$ cat src/rtl/key_scan_encoder_16.sv
// key_scan_encoder_16
// Sequential 16-line key encoder. It drives the address of an external
// 4-to-16 active-low decoder, reads back one shared active-low sense line,
// debounces the first closed key it finds, and hands it to the CPU as a
// 4-bit code with a valid/ack handshake.
//
// Ports
//   CLK        in   clock, rising edge
//   RESET1     in   asynchronous reset, active low
//   SCAN_EN    in   1 = scanning allowed
//   SENSE_N    in   asynchronous sense return, 0 = selected row's key closed
//   KEY_ACK    in   consumer accepts KEY_CODE (only honoured while KEY_VALID=1)
//   ROW_SEL    out  [3:0] decoder address
//   DEC_EN_N   out  decoder enable, active low, asserted whenever not idle
//   KEY_CODE   out  [3:0] reported row index
//   KEY_VALID  out  key available
//   BUSY       out  1 whenever not idle
module key_scan_encoder_16 #(
  parameter int SETTLE_CYCLES  = 3,
  parameter int DEBOUNCE_COUNT = 4,
  parameter int CNT_W          = 8
) (
  input  logic       CLK,
  input  logic       RESET1,
  input  logic       SCAN_EN,
  input  logic       SENSE_N,
  input  logic       KEY_ACK,
  output logic [3:0] ROW_SEL,
  output logic       DEC_EN_N,
  output logic [3:0] KEY_CODE,
  output logic       KEY_VALID,
  output logic       BUSY
);

  typedef enum logic [2:0] {
    IDLE,
    SETTLE,
    DEBOUNCE,
    REPORT,
    RELEASE
  } state_t;

  // Compare values: the counter sits at "target-1" on the edge where the
  // target is reached, so these are the terminal counts.
  localparam logic [CNT_W-1:0] SETTLE_LAST   = CNT_W'(SETTLE_CYCLES - 1);
  localparam logic [CNT_W-1:0] DEBOUNCE_LAST = CNT_W'(DEBOUNCE_COUNT - 1);
  localparam logic [CNT_W-1:0] CNT_ONE       = CNT_W'(1);

  state_t           state, state_next;
  logic [CNT_W-1:0] count, count_next;
  logic [3:0]       row_next;
  logic [3:0]       code_next;
  logic             valid_next;

  logic sense_meta;
  logic sense_sync;
  logic pressed;

  // Two-flop synchronizer on the asynchronous sense line. Both stages reset
  // to 1 so the FSM sees "released" right after reset.
  always_ff @(posedge CLK or negedge RESET1) begin
    if (!RESET1) begin
      sense_meta <= 1'b1;
      sense_sync <= 1'b1;
    end else begin
      sense_meta <= SENSE_N;
      sense_sync <= sense_meta;
    end
  end

  assign pressed = ~sense_sync;

  // State register plus the registered outputs that the FSM owns.
  always_ff @(posedge CLK or negedge RESET1) begin
    if (!RESET1) begin
      state     <= IDLE;
      count     <= '0;
      ROW_SEL   <= 4'd0;
      KEY_CODE  <= 4'd0;
      KEY_VALID <= 1'b0;
    end else begin
      state     <= state_next;
      count     <= count_next;
      ROW_SEL   <= row_next;
      KEY_CODE  <= code_next;
      KEY_VALID <= valid_next;
    end
  end

  // Next-state logic. The row counter only moves when a row is rejected
  // (no key, bounce) or a reported key has been released, so the scan always
  // resumes from the row after the last one examined. SETTLE_CYCLES covers
  // the synchronizer latency, so the sample taken at the end of a settle
  // window reflects the currently selected row.
  always_comb begin
    state_next = state;
    count_next = count;
    row_next   = ROW_SEL;
    code_next  = KEY_CODE;
    valid_next = KEY_VALID;

    unique case (state)
      IDLE: begin
        if (SCAN_EN) begin
          state_next = SETTLE;
          count_next = '0;
        end
      end

      SETTLE: begin
        if (!SCAN_EN) begin
          state_next = IDLE;
          count_next = '0;
        end else if (count == SETTLE_LAST) begin
          if (pressed) begin
            // The settle sample already counts as the first pressed sample.
            state_next = DEBOUNCE;
            count_next = CNT_ONE;
          end else begin
            row_next   = ROW_SEL + 4'd1;
            count_next = '0;
          end
        end else begin
          count_next = count + CNT_ONE;
        end
      end

      DEBOUNCE: begin
        if (!SCAN_EN) begin
          state_next = IDLE;
          count_next = '0;
        end else if (!pressed) begin
          state_next = SETTLE;
          row_next   = ROW_SEL + 4'd1;
          count_next = '0;
        end else if (count == DEBOUNCE_LAST) begin
          state_next = REPORT;
          code_next  = ROW_SEL;
          valid_next = 1'b1;
          count_next = '0;
        end else begin
          count_next = count + CNT_ONE;
        end
      end

      REPORT: begin
        // SCAN_EN is deliberately ignored here: the handshake always completes.
        if (KEY_ACK) begin
          state_next = RELEASE;
          valid_next = 1'b0;
          count_next = '0;
        end
      end

      RELEASE: begin
        // Only an unbroken run of released samples ends the key, which is what
        // stops a held key from being reported twice.
        if (pressed) begin
          count_next = '0;
        end else if (count == DEBOUNCE_LAST) begin
          state_next = SCAN_EN ? SETTLE : IDLE;
          row_next   = ROW_SEL + 4'd1;
          count_next = '0;
        end else begin
          count_next = count + CNT_ONE;
        end
      end

      default: begin
        state_next = IDLE;
        count_next = '0;
      end
    endcase
  end

  assign BUSY     = (state != IDLE);
  assign DEC_EN_N = (state == IDLE);

endmodule
$ cat config.mk
export PLATFORM = sky130hd
export DESIGN_NAME = key_scan_encoder_16
export DESIGN_NICKNAME = d
export VERILOG_FILES = /design/src/rtl/key_scan_encoder_16.sv
export SDC_FILE = /design/constraint.sdc
export NUM_CORES = 1
export LEC_CHECK = 0
export BUFFER_PORTS_ARGS = -buffer_cell sky130_fd_sc_hd__buf_2
export CELL_PAD_IN_SITES_DETAIL_PLACEMENT = 1
export CELL_PAD_IN_SITES_GLOBAL_PLACEMENT = 1
export CORE_MARGIN = 4
export CORE_UTILIZATION = 45
export DETAILED_ROUTE_END_ITERATION = 7
export GPL_ROUTABILITY_DRIVEN = 1
export GPL_TIMING_DRIVEN = 0
export PLACE_DENSITY_LB_ADDON = 0.25
export SLEW_MARGIN = 5
export SYNTH_ARGS = -nofsm -noshare
export SYNTH_HDL_FRONTEND = slang
export SYNTH_SLANG_ARGS = --single-unit
$ cat constraint.sdc
create_clock -name CLK -period 2.2 [get_ports CLK]
set_clock_uncertainty 0.1 [all_clocks]
set_input_delay 0.33 -clock CLK [delete_from_list [all_inputs] [get_ports CLK]]
set_output_delay 0.33 -clock CLK [all_outputs]
set_load 0.005 [all_outputs]
==> flow_summary.json <==
{
  "dieWidth_um": 61.6,
  "p_seq_share_pct": 39.4,
  "post_cts_resized": 0,
  "drt-total-wl_um": 2890,
  "r2r_start": "state[0]$_DFFE_PN0P_",
  "cp-start-kind": "register",
  "cts_sinks": 22,
  "num_antenna_cells": 0,
  "io_pins": 16,
  "start_util_pct": 46.9,
  "io_buffers": 15,
  "leakage_nw": 0.680,
  "netlist_area_mm2": 0.00129,
  "final_area_mm2": 0.00145,
  "synth_edf_count": 0,
  "nNetsFinal": 147,
  "drive_above_1_share_pct": 29.7,
  "r2r-end": "count[6]$_DFFE_PN0P_",
  "die_area_mm2": 0.00380,
  "ys_seq_elements": 22,
  "synth.most_common_cell": "dfrtp_1",
  "final.period_utilization_pct": 92.6,
  "reg2reg_setup_slack_ns": 0.16,
  "antenna_found_initial": 0,
  "clockRootBuffer": "clkbuf_4",
  "grt_max_degree": 23,
  "rsz0062_at_grt": "no",
  "critPathKind": "register to register",
  "clkLatencyLatePin_ns": 0.31,
  "multi_input_area_um2": 676,
  "critical_path_required_ns": 2.27,
  "post-dp-hpwl_um": 2180,
  "drv_slew": 0,
  "status": "finished, final reports clean",
  "finalPower_w": 0.00148,
  "numCtsBuffers": 3,
  "async_flop_share_pct": 100,
  "power_density_mw_per_mm2": 1020,
  "max_freq_mhz": 491,
  "p_sw_share_pct": 41.1,
  "grt_pass1_wl_um": 4890,
  "finalHoldViolations": 0,
  "syn_inst": 118,
  "rows": 19,
  "yosys.area.top_type": "dfrtp_1",
  "yosys_most_used_dff": "dfrtp_1",
  "p_sw_w": 0.000607,
  "cp.arrival_ns": 2.11,
  "vias": 948,
  "crit_path_end_kind": "register",
  "detail_route.first_pass.iterations": 4,
  "yosys.area.top_type_share_pct": 38.7,
  "combPwrFrac_pct": 47.7,
  "syn2layout_area_growth_pct": 12.1,
  "via_per_inst": 5.61,
  "die_h_um": 61.6,
  "yosysSeqAreaShare_pct": 42.7,
  "clkPwrFrac_pct": 12.9,
  "crit_end": "count[6]$_DFFE_PN0P_",
  "cts_setup_buffers": 0,
  "avgSynthCellArea_um2": 11.0,
  "track_usage_pct": 17.4,
  "ys_types": 45,
  "tritoncts": "yes",
  "clk_pin_slew_ns": 0.13,
  "nFillCells": 310,
  "ir_drop_mv": 0.597,
  "route.detailed.drc": 0,
  "h-tree-depth": 1,
  "grt_pass1_vias": 1028,
  "drt_iter0_drc": 39,
  "setup_viol": 0,
  "ys.warnings.count": 0,
  "synth.area.top_cells": "dfrtp_1, xor2_1, mux2_1",
  "clockBufferDepth": 2,
  "antenna_left": 0,
  "hold_path.class": "primary input to register",
  "worst_slew_pin_slew_ns": 0.591,
  "wire_per_inst_um": 17.1,
  "syn_nets": 126,
  "placed_area_mm2": 0.00141,
  "relSlewSlack_pct": 60.5,
  "startpoint": "state[0]$_DFFE_PN0P_",
  "grt_overflow": 0,
  "ys_top_cells_by_count": "dfrtp_1, nand2_1, nor2_1",
  "worstHoldStart": "KEY_ACK",
  "min_period_ns": 2.04,
  "regArea_um2": 553,
  "cap_violations": 0,
  "setup_tns_ns": 0,
  "crit_fanout": 10,
  "internal-power_w": 0.000870,
  "coreArea_mm2": 0.00276,
  "routabilityCongestion": 0.787,
  "ff2ff_path_depth": 5
}
per-layer routing:
metal	global-route usage [%]	routed length, um	vias to the layer above
li1	-	-	457
met1	22.3	1270	480
met2	31.1	1560	11
met3	2.52	66	0
met4	3.64	0	0
met5	0	0	-
state kept, by name, summed over array words and instances, names as in the netlist:
signal	count
KEY_CODE	4
KEY_VALID	1
ROW_SEL	4
count	8
state	3
sense_meta	1
sense_sync	1
what timing repair did:
item,CTS,global route
hold endpoints to repair,20,1
hold buffers,1,1
setup endpoints to repair,0,4
metrics by stage:
step / setup slack, ns / std cells / utilization, % / hold WS (ns)
after floorplan: 0.461 / 118 / - / -0.0656
after global placement: 0.172 / 164 / 51.0 / 0.216
after detailed placement: 0.124 / 164 / 51.0 / 0.226
after CTS: 0.0855 / 169 / 52.4 / 0.00636
after global routing: 0.0452 / 169 / 52.6 / 0.230
final: 0.162 / 169 / 52.6 / 0.230
layout make-up:
class	count	area share, %
multi-input cells	85	46.6
repair buffers	17	6.56
clock buffers	4	1.81
plain buffers	4	2.67
well taps	31	2.67
flip-flops and latches	22	38.1
inverters	6	1.55
cell usage in the layout, fill, tap and decap left out, drive strengths merged, types with 3 or more instances in the layout:
| master | instances |
|---|---|
| nand3 | 4 |
| a21oi | 5 |
| ha | 3 |
| inv | 6 |
| mux2 | 5 |
| buf | 19 |
| and3 | 3 |
| nand2 | 10 |
| nor2 | 10 |
| clkbuf | 4 |
| nand4 | 6 |
| xor2 | 7 |
| dfrtp | 20 |
worst min-delay path by stage:
| stage | cells past startpoint | endpoint |
|---|---|---|
| floorplan | 0 | KEY_CODE[0]$_DFFE_PN0P_ |
| global placement | 1 | KEY_CODE[3]$_DFFE_PN0P_ |
| detailed placement | 1 | KEY_CODE[3]$_DFFE_PN0P_ |
| CTS | 1 | sense_meta$_DFF_PN1_ |
| global route | 3 | state[2]$_DFFE_PN0P_ |
| finish | 3 | state[2]$_DFFE_PN0P_ |
power by group through the flow:
stage	clock (W)	combinational, W	sequential, W
6_report	0.000191	0.000704	0.000581
5_1_grt	0.000220	0.000773	0.000599
4_1_cts	0.000202	0.000710	0.000583
3_5_place_dp	0	0.000705	0.000591
3_3_place_gp	0	0.000672	0.000580
2_1_floorplan	0	0.000504	0.000575
worst max-delay path, cell delays in order, from the launching register on:
cell and delay (ns):
dfrtp_1 0.44, buf_2 0.21, a31oi_4 0.36, o41ai_2 0.18
a211oi_2 0.50, nor2_1 0.10
kinds of logic (layout without fill, tap and decap cells):
logic type	count (synthesis)	in the layout	synth area share, %
AND/OR/NAND/NOR	47	47	23.1
flip-flops	22	22	42.7
AO/OA/AOI/OAI	18	18	13.4
buffers and inverters	11	31	5.03
XOR/XNOR	9	9	6.09
multiplexers	7	7	5.90
adder cells (fa/ha/maj)	4	4	3.68
Note: power is estimated with default switching activity, not from simulation.
